`config.mk`:
```
export PLATFORM = sky130hd
export DESIGN_NAME = sd_wrr_sched
export DESIGN_NICKNAME = d
export VERILOG_FILES = /design/src/rtl/sd_wrr_sched.sv
export SDC_FILE = /design/constraint.sdc
export NUM_CORES = 1
export LEC_CHECK = 0
export CAP_MARGIN = 40
export CORE_ASPECT_RATIO = 1.25
export CORE_MARGIN = 8
export CORE_UTILIZATION = 40
export CTS_BUF_LIST = sky130_fd_sc_hd__clkbuf_8
export DETAILED_ROUTE_END_ITERATION = 12
export PLACE_DENSITY = 0.85
export SETUP_SLACK_MARGIN = 0.5
export SLEW_MARGIN = 40
export SYNTH_ARGS = -nofsm -noshare
export SYNTH_HDL_FRONTEND = slang
export SYNTH_SLANG_ARGS = --single-unit
```
`constraint.sdc`:
```
create_clock -name clk -period 2.36 [get_ports clk]
set_input_delay 0.59 -clock clk [delete_from_list [all_inputs] [get_ports clk]]
set_output_delay 0.59 -clock clk [all_outputs]
set_load 0.02 [all_outputs]
```
`src/rtl/sd_wrr_sched.sv`:
```
// Weighted round-robin scheduler: shares one registered srdy/drdy output stage between
// several srdy/drdy producers, granting each a burst of up to its configured weight.
module sd_wrr_sched #(
  parameter int width  = 8,
  parameter int inputs = 4,
  parameter int wbits  = 4,
  localparam int isz   = $clog2(inputs)
) (
  input  logic                      clk,
  input  logic                      reset,
  input  logic [inputs-1:0]         c_srdy,
  output logic [inputs-1:0]         c_drdy,
  input  logic [inputs*width-1:0]   c_data,
  input  logic [inputs*wbits-1:0]   cfg_weight,
  output logic                      p_srdy,
  output logic [width-1:0]          p_data,
  output logic [isz-1:0]            p_grant,
  input  logic                      p_drdy
);

  localparam logic StIdle  = 1'b0;
  localparam logic StBurst = 1'b1;

  logic             state;
  logic [isz-1:0]   grant;
  logic [isz-1:0]   ptr;
  logic [wbits-1:0] cnt;
  logic [wbits-1:0] wlim;

  logic [inputs-1:0] elig;
  logic              found;
  logic [isz-1:0]    pick_idx;
  logic [wbits-1:0]  pick_w;
  logic              cur_srdy;
  logic [width-1:0]  cur_data;
  logic              load_ok;
  logic              xfer;
  logic              rel;
  logic [wbits-1:0]  cnt_inc;
  logic [isz-1:0]    ptr_nxt;

  always_comb begin
    for (int i = 0; i < inputs; i++) begin
      elig[i] = c_srdy[i] & (cfg_weight[i*wbits +: wbits] != '0);
    end
  end

  // Two passes give a rotating priority search starting at ptr: first ptr..inputs-1, then 0..ptr-1.
  always_comb begin
    found    = 1'b0;
    pick_idx = '0;
    for (int i = 0; i < inputs; i++) begin
      if (!found && elig[i] && (isz'(i) >= ptr)) begin
        found    = 1'b1;
        pick_idx = isz'(i);
      end
    end
    for (int i = 0; i < inputs; i++) begin
      if (!found && elig[i]) begin
        found    = 1'b1;
        pick_idx = isz'(i);
      end
    end
  end

  always_comb begin
    pick_w   = '0;
    cur_srdy = 1'b0;
    cur_data = '0;
    for (int i = 0; i < inputs; i++) begin
      if (pick_idx == isz'(i)) pick_w = cfg_weight[i*wbits +: wbits];
      if (grant == isz'(i)) begin
        cur_srdy = c_srdy[i];
        cur_data = c_data[i*width +: width];
      end
    end
  end

  assign load_ok = ~p_srdy | p_drdy;
  assign xfer    = (state == StBurst) & cur_srdy & load_ok;
  assign cnt_inc = cnt + 1'b1;
  // A stalled output freezes the burst only while the granted source keeps srdy high.
  assign rel     = (state == StBurst) & ((xfer & (cnt_inc == wlim)) | ~cur_srdy);
  assign ptr_nxt = (grant == isz'(inputs - 1)) ? '0 : grant + 1'b1;

  always_comb begin
    c_drdy = '0;
    if (reset && (state == StBurst) && load_ok) begin
      for (int i = 0; i < inputs; i++) begin
        c_drdy[i] = (grant == isz'(i));
      end
    end
  end

  always_ff @(posedge clk) begin
    if (!reset) begin
      state   <= StIdle;
      grant   <= '0;
      ptr     <= '0;
      cnt     <= '0;
      wlim    <= '0;
      p_srdy  <= 1'b0;
      p_data  <= '0;
      p_grant <= '0;
    end else begin
      case (state)
        StIdle: begin
          if (found) begin
            grant <= pick_idx;
            wlim  <= pick_w;
            cnt   <= '0;
            state <= StBurst;
          end
        end
        StBurst: begin
          if (xfer) cnt <= cnt_inc;
          if (rel) begin
            ptr   <= ptr_nxt;
            state <= StIdle;
          end
        end
        default: state <= StIdle;
      endcase

      if (xfer) begin
        p_srdy  <= 1'b1;
        p_data  <= cur_data;
        p_grant <= grant;
      end else if (p_drdy) begin
        p_srdy  <= 1'b0;
      end
    end
  end

endmodule
```
Word-level counts from Yosys, hierarchy flattened

Cells that the tools add are included.

$add $sub $neg: 2
$mul: 0
Div/mod/pow operators: 0
$lt $le $gt $ge: 4
Equal/unequal tests: 9
Shifts and indexed selects: 0
Mux-type cells: 37
Bitwise logic cells: 13
Reduce and logical (&&, ||, !) cells: 30

Operators with widths:

| cell                                                              | count |
|---|---|
| 2-to-1 mux 8 bit                                                  | 4 |
| 2-to-1 mux 4 bit                                                  | 7 |
| 2-to-1 mux 1 bit                                                  | 17 |
| nonzero test 4 bit                                                | 4 |
| 2-to-1 mux 2 bit                                                  | 7 |
| logical AND 1 bit                                                 | 13 |
| AND 1 bit                                                         | 8 |
| == test 2 bit (second input constant)                             | 4 |
| one-hot mux 4 bit (2 select lines)                                | 1 |
| zero test 1 bit                                                   | 7 |
| AND reduction 2 bit                                               | 3 |
| adder 4 x 1 -> 4 bit (second input constant)                      | 1 |
| == test 2 x 1 -> 1 bit (second input constant)                    | 2 |
| == test 4 bit                                                     | 1 |
| greater-or-equal comparator 1 x 2 -> 1 bit (first input constant) | 2 |
| greater-or-equal comparator 2 bit (first input constant)          | 2 |
| zero test 2 bit                                                   | 2 |
| inverter 1 bit                                                    | 3 |
| adder 2 x 1 -> 2 bit (second input constant)                      | 1 |
| != test 2 x 1 -> 1 bit (second input constant)                    | 1 |
| != test 2 bit (second input constant)                             | 1 |
| OR 1 bit                                                          | 2 |
| one-hot mux 1 bit (2 select lines)                                | 1 |
| nonzero test 2 bit                                                | 1 |

Flip-flop bits (word level): 24
Latch bits: 0
RAM bits: 0
ROM bits: 0
Bits of input ports: 55
Output and inout bits: 15
Logic and storage cells: 103
Memories: 0

Depth between registers and ports, before layout

Word-level depth: 33
Depth in mapped cells: 10
Mapped depth without buffers: 8

Worst setup path before layout

No wires, ideal clock.

Kind: input -> register
Start point: in cfg_weight[1]
End point: reg wlim[3]
Library setup time: 0.122 ns
Data arrival time: 2.169 ns
Data required time: 2.238 ns
Path slack: 0.070 ns
Stages: 6
Path buffers: 0
Cell sequence: or4_1 o2bb2ai_1 a211oi_4 mux2_1 a22oi_1 a21oi_1

Longest elaborated chain between the ends: 33
Elaborated cells between the ends (all ways): 44
Classes of those cells: 3 x eq/ne; 19 x mux; 1 x bitwise; 21 x reduce/logical

RTL lines:

| what                            | RTL line | text |
|---|---|---|
| start: declaration              | 14       | `input logic [inputs*wbits-1:0] cfg_weight,` |
| nonzero test 4 bit (*)          | 44       | `elig[i] = c_srdy[i] & (cfg_weight[i*wbits +: wbits] != '0);` |
| AND 1 bit (*)                   | 44       |  |
| logical AND 1 bit               | 53       | `if (!found && elig[i] && (isz'(i) >= ptr)) begin` |
| 2-to-1 mux 1 bit                | 53       |  |
| zero test 1 bit                 | 53       |  |
| logical AND 1 bit (2 in series) | 53       |  |
| 2-to-1 mux 1 bit                | 53       |  |
| zero test 1 bit                 | 53       |  |
| [13 not listed]                 | --       |  |
| zero test 1 bit                 | 59       | `if (!found && elig[i]) begin` |
| logical AND 1 bit               | 59       |  |
| 2-to-1 mux 1 bit                | 59       |  |
| zero test 1 bit                 | 59       |  |
| logical AND 1 bit               | 59       |  |
| 2-to-1 mux 2 bit                | 59       |  |
| zero test 2 bit                 | 71       | `if (pick_idx == isz'(i)) pick_w = cfg_weight[i*wbits +: wbits];` |
| 2-to-1 mux 4 bit (4 in series)  | 71       |  |
| end signal: assignment          | 110      | `wlim <= pick_w;` |
| end: declaration                | 28       | `logic [wbits-1:0] wlim;` |

Mark *: on every way between the ends. The rest lies on a longest branch, timed or not.
A chain may end at the register's enable or synchronous reset.

Worst setup path after layout

Start point: in cfg_weight[2]
End point: reg wlim[2]

Longest elaborated chain between the ends: 33
Elaborated cells between the ends (all ways): 44
Classes of those cells: 3 x eq/ne; 19 x mux; 1 x bitwise; 21 x reduce/logical

RTL lines:

| what                            | RTL line |
|---|---|
| nonzero test 4 bit              | 44 |
| AND 1 bit                       | 44 |
| logical AND 1 bit               | 53 |
| 2-to-1 mux 1 bit                | 53 |
| zero test 1 bit                 | 53 |
| logical AND 1 bit (2 in series) | 53 |
| 2-to-1 mux 1 bit                | 53 |
| zero test 1 bit                 | 53 |
| [13 not listed]                 | -- |
| zero test 1 bit                 | 59 |
| logical AND 1 bit               | 59 |
| 2-to-1 mux 1 bit                | 59 |
| zero test 1 bit                 | 59 |
| logical AND 1 bit               | 59 |
| 2-to-1 mux 2 bit                | 59 |
| zero test 2 bit                 | 71 |
| 2-to-1 mux 4 bit (4 in series)  | 71 |

Parallel ways exist; a longest one is shown, timed or not.

==> impl_metrics.toml <==
[floorplanning]
ios = 70
num_rows = 26
die_x_um = 74.1
die_h_um = 88.6
design.die.area_mm2 = 0.00656
initial_core_util_pct = 41.5
coreArea_mm2 = 0.00407

[layout]
n_fill_cell = 296
syn_to_final_growth_pct = 70.5
nets = 346
drive_gt1_share_pct = 32.3
layoutNonFillerInstCount = 341
antenna_cells = 0

[placement]
io_buffers = 69
dp_hpwl_um = 4380
gp_congestion = 0.881
dpl.cell_count = 333

[power]
p_per_area_mw_per_mm2 = 490
finalPower_mw = 1.41
ir_worst_vdd_mv = 0.286
p_leak_nw = 1.27

[synthesis]
synth_top_area_share_pct = 28.5
synth.distinct_cells = 52
ys_top_cells_by_count = "24 x dfxtp_1, 20 x nand2_1, 9 x a21oi_1, 9 x o211a_1, 9 x o21ai_0"
synth_cells = 189
synth_area_leader_cell = "dfxtp_1"
synthArstFlopShare_pct = 0
yosysMostFrequentCell = "dfxtp_1"
ys_warn_count = 0
netlist_area_mm2 = 0.00169
synth-seq-area-share_pct = 28.5
synth_seq_cells = 24
synth-main-ff-cell = "dfxtp_1"
synth_nets = 249
synth_edf_count = 0
avgSynthCellArea_um2 = 8.92
netlist_top_cells_area = "dfxtp_1 28%, o211a_1 5.3%, nand2_1 4.5%, a221o_1 4.2%, mux2i_1 4.2%"

[cts]
clk_latency_ns = 0.27
cts_root_buffer = "clkbuf_8"
clock_sinks = 24
cts_tree = "built"
postCtsHoldBufs = 0
numCtsBuffers = 3
htree_levels = 1
clk_pin_slew_ns = 0.09
clockBufferDepth = 2

[global_route]
global_route.peak_usage_layer = "met2"
antenna_found_initial = 0
use_met1_pct = 19.8
grt_pass1_vias = 2065
grt_util_met2_pct = 32.8
grt_pass1_wl_um = 9430
grt_use_met3_pct = 4.20
grt_max_degree = 21
grt_usage_pct = 18.1
grt_overflow_total = 0

[timing]
finalCritPeriodShare_pct = 94.1
max_freq_mhz = 450
finClkSkew_ns = 0.00417
rsz0062_at_grt = "true"
final-hold-violation-count = 0
worst_pin_slew_ns = 0.497
slew-limit-headroom_pct = 66.8
fin_crit_ns = 2.22
slew_violations = 0
setup_violations = 0

[routing]
routed_via_density = 5.77
num_vias = 1967
drc_errors = 0
routed_wl_um = 5980
ant_nets = 0
first_pass_iters = 6
wire_per_inst_um = 17.5
drt_iter0_drc = 95

[critical_path]
crit_path_start_kind = "primary input"
crit_type = "in2reg"
rr_worst_depth = 6
path_max_fanout = 3
cp-end-kind = "flop"
arrival_ns = 2.38
required_ns = 2.51

[hold_path]
hold_depth = 2
hp-class = "reg2reg"

[flow_run]
cap_viol_max_count = 0

[run_status]
status = "finished clean"
## worst max-delay path, stage by stage
cell and delay (ns):
buf_6 0.10, or4_4 0.54, a222oi_1 0.44, o21ai_4 0.14, mux2_4 0.31, mux2i_1 0.16, a21oi_1 0.10
## per-layer routing
| metal | part of all wire, % | wire, um |
|---|---|---|
| met3 | 4.8 | 285 |
| met5 | 0 | 0 |
| met1 | 39 | 2330 |
| met2 | 53 | 3190 |
| met4 | 2.9 | 176 |
## layout make-up
cell class / instances / area (um2) / share of cell area [%]
inverter: 4 / 15.0 / 0.522
multi-input combinational: 149 / 1310 / 45.7
timing repair buffer: 104 / 940 / 32.7
tap: 56 / 70.1 / 2.44
clock buffer: 4 / 55.1 / 1.91
sequential: 24 / 483 / 16.8
## worst paths after layout
path,from,to,slack (ns)
worst max-delay path,cfg_weight[2],wlim[2],0.14
worst min register to register,ptr[0],ptr[0],0.51
worst min-delay path,ptr[0],ptr[0],0.51
worst max register to register,ptr[1],wlim[2],0.35
## logic make-up (layout without fill, tap and decap cells)
family / Yosys count / count (layout) / synth area share, %
xor+xnor: 6 / 6 / 3.93
simple gates: 58 / 58 / 19.1
mux: 11 / 11 / 6.82
flops: 24 / 24 / 28.5
fa+ha+maj: 5 / 5 / 3.71
compound gates: 69 / 69 / 33.4
buf+inv: 16 / 112 / 4.53
## stage by stage
stage                     setup slack (ns)  setup TNS [ns]  area [um2]  hold slack (ns)  utilization (%)
after floorplan                     0.0889               0        1740            0.465                -
after global placement              -0.405           -3.88        2670            0.478             65.7
after detailed placement            -0.428           -4.54        2670            0.490             65.7
after CTS                            0.211               0        2820            0.503             69.4
after global routing                0.0671               0        2880            0.528             70.7
final                                0.140               0        2880            0.507             70.7
## report_power, final
part	total, mW	internal (mW)	switching [mW]	leakage, nW
Clock	0.286	0.149	0.137	0.0288
Sequential	0.492	0.450	0.0419	0.197
Combinational	0.633	0.348	0.284	1.04
Total	1.41	0.947	0.463	1.27
## cell usage in the layout, fill, tap and decap left out, drive strengths merged, types with 5 or more instances in the layout
master,n
buf,47
clkdlybuf4s50,38
dfxtp,24
nand2,20
o21ai,12
clkbuf,10
o211a,9
a21oi,9
o211ai,8
dlygate4sd2,8
mux2i,7
a221o,7
nor2b,6
and2,6
and3,5
ha,5
## sequential cells by signal, indices dropped and copies added (netlist names)
name / flops
p_grant: 2
p_data: 8
p_srdy: 1
wlim: 4
ptr: 2
state: 1
grant: 2
cnt: 4
## timing repair
action                                 4_1_cts  5_1_grt
pin swaps                                   18        6
endpoints found under the hold margin        0        0
resized for setup                          101       25
cloned                                       0        0
setup buffers                                3        1
setup endpoints to repair                   28       31
No activity file was read; power rests on OpenSTA's default activity.
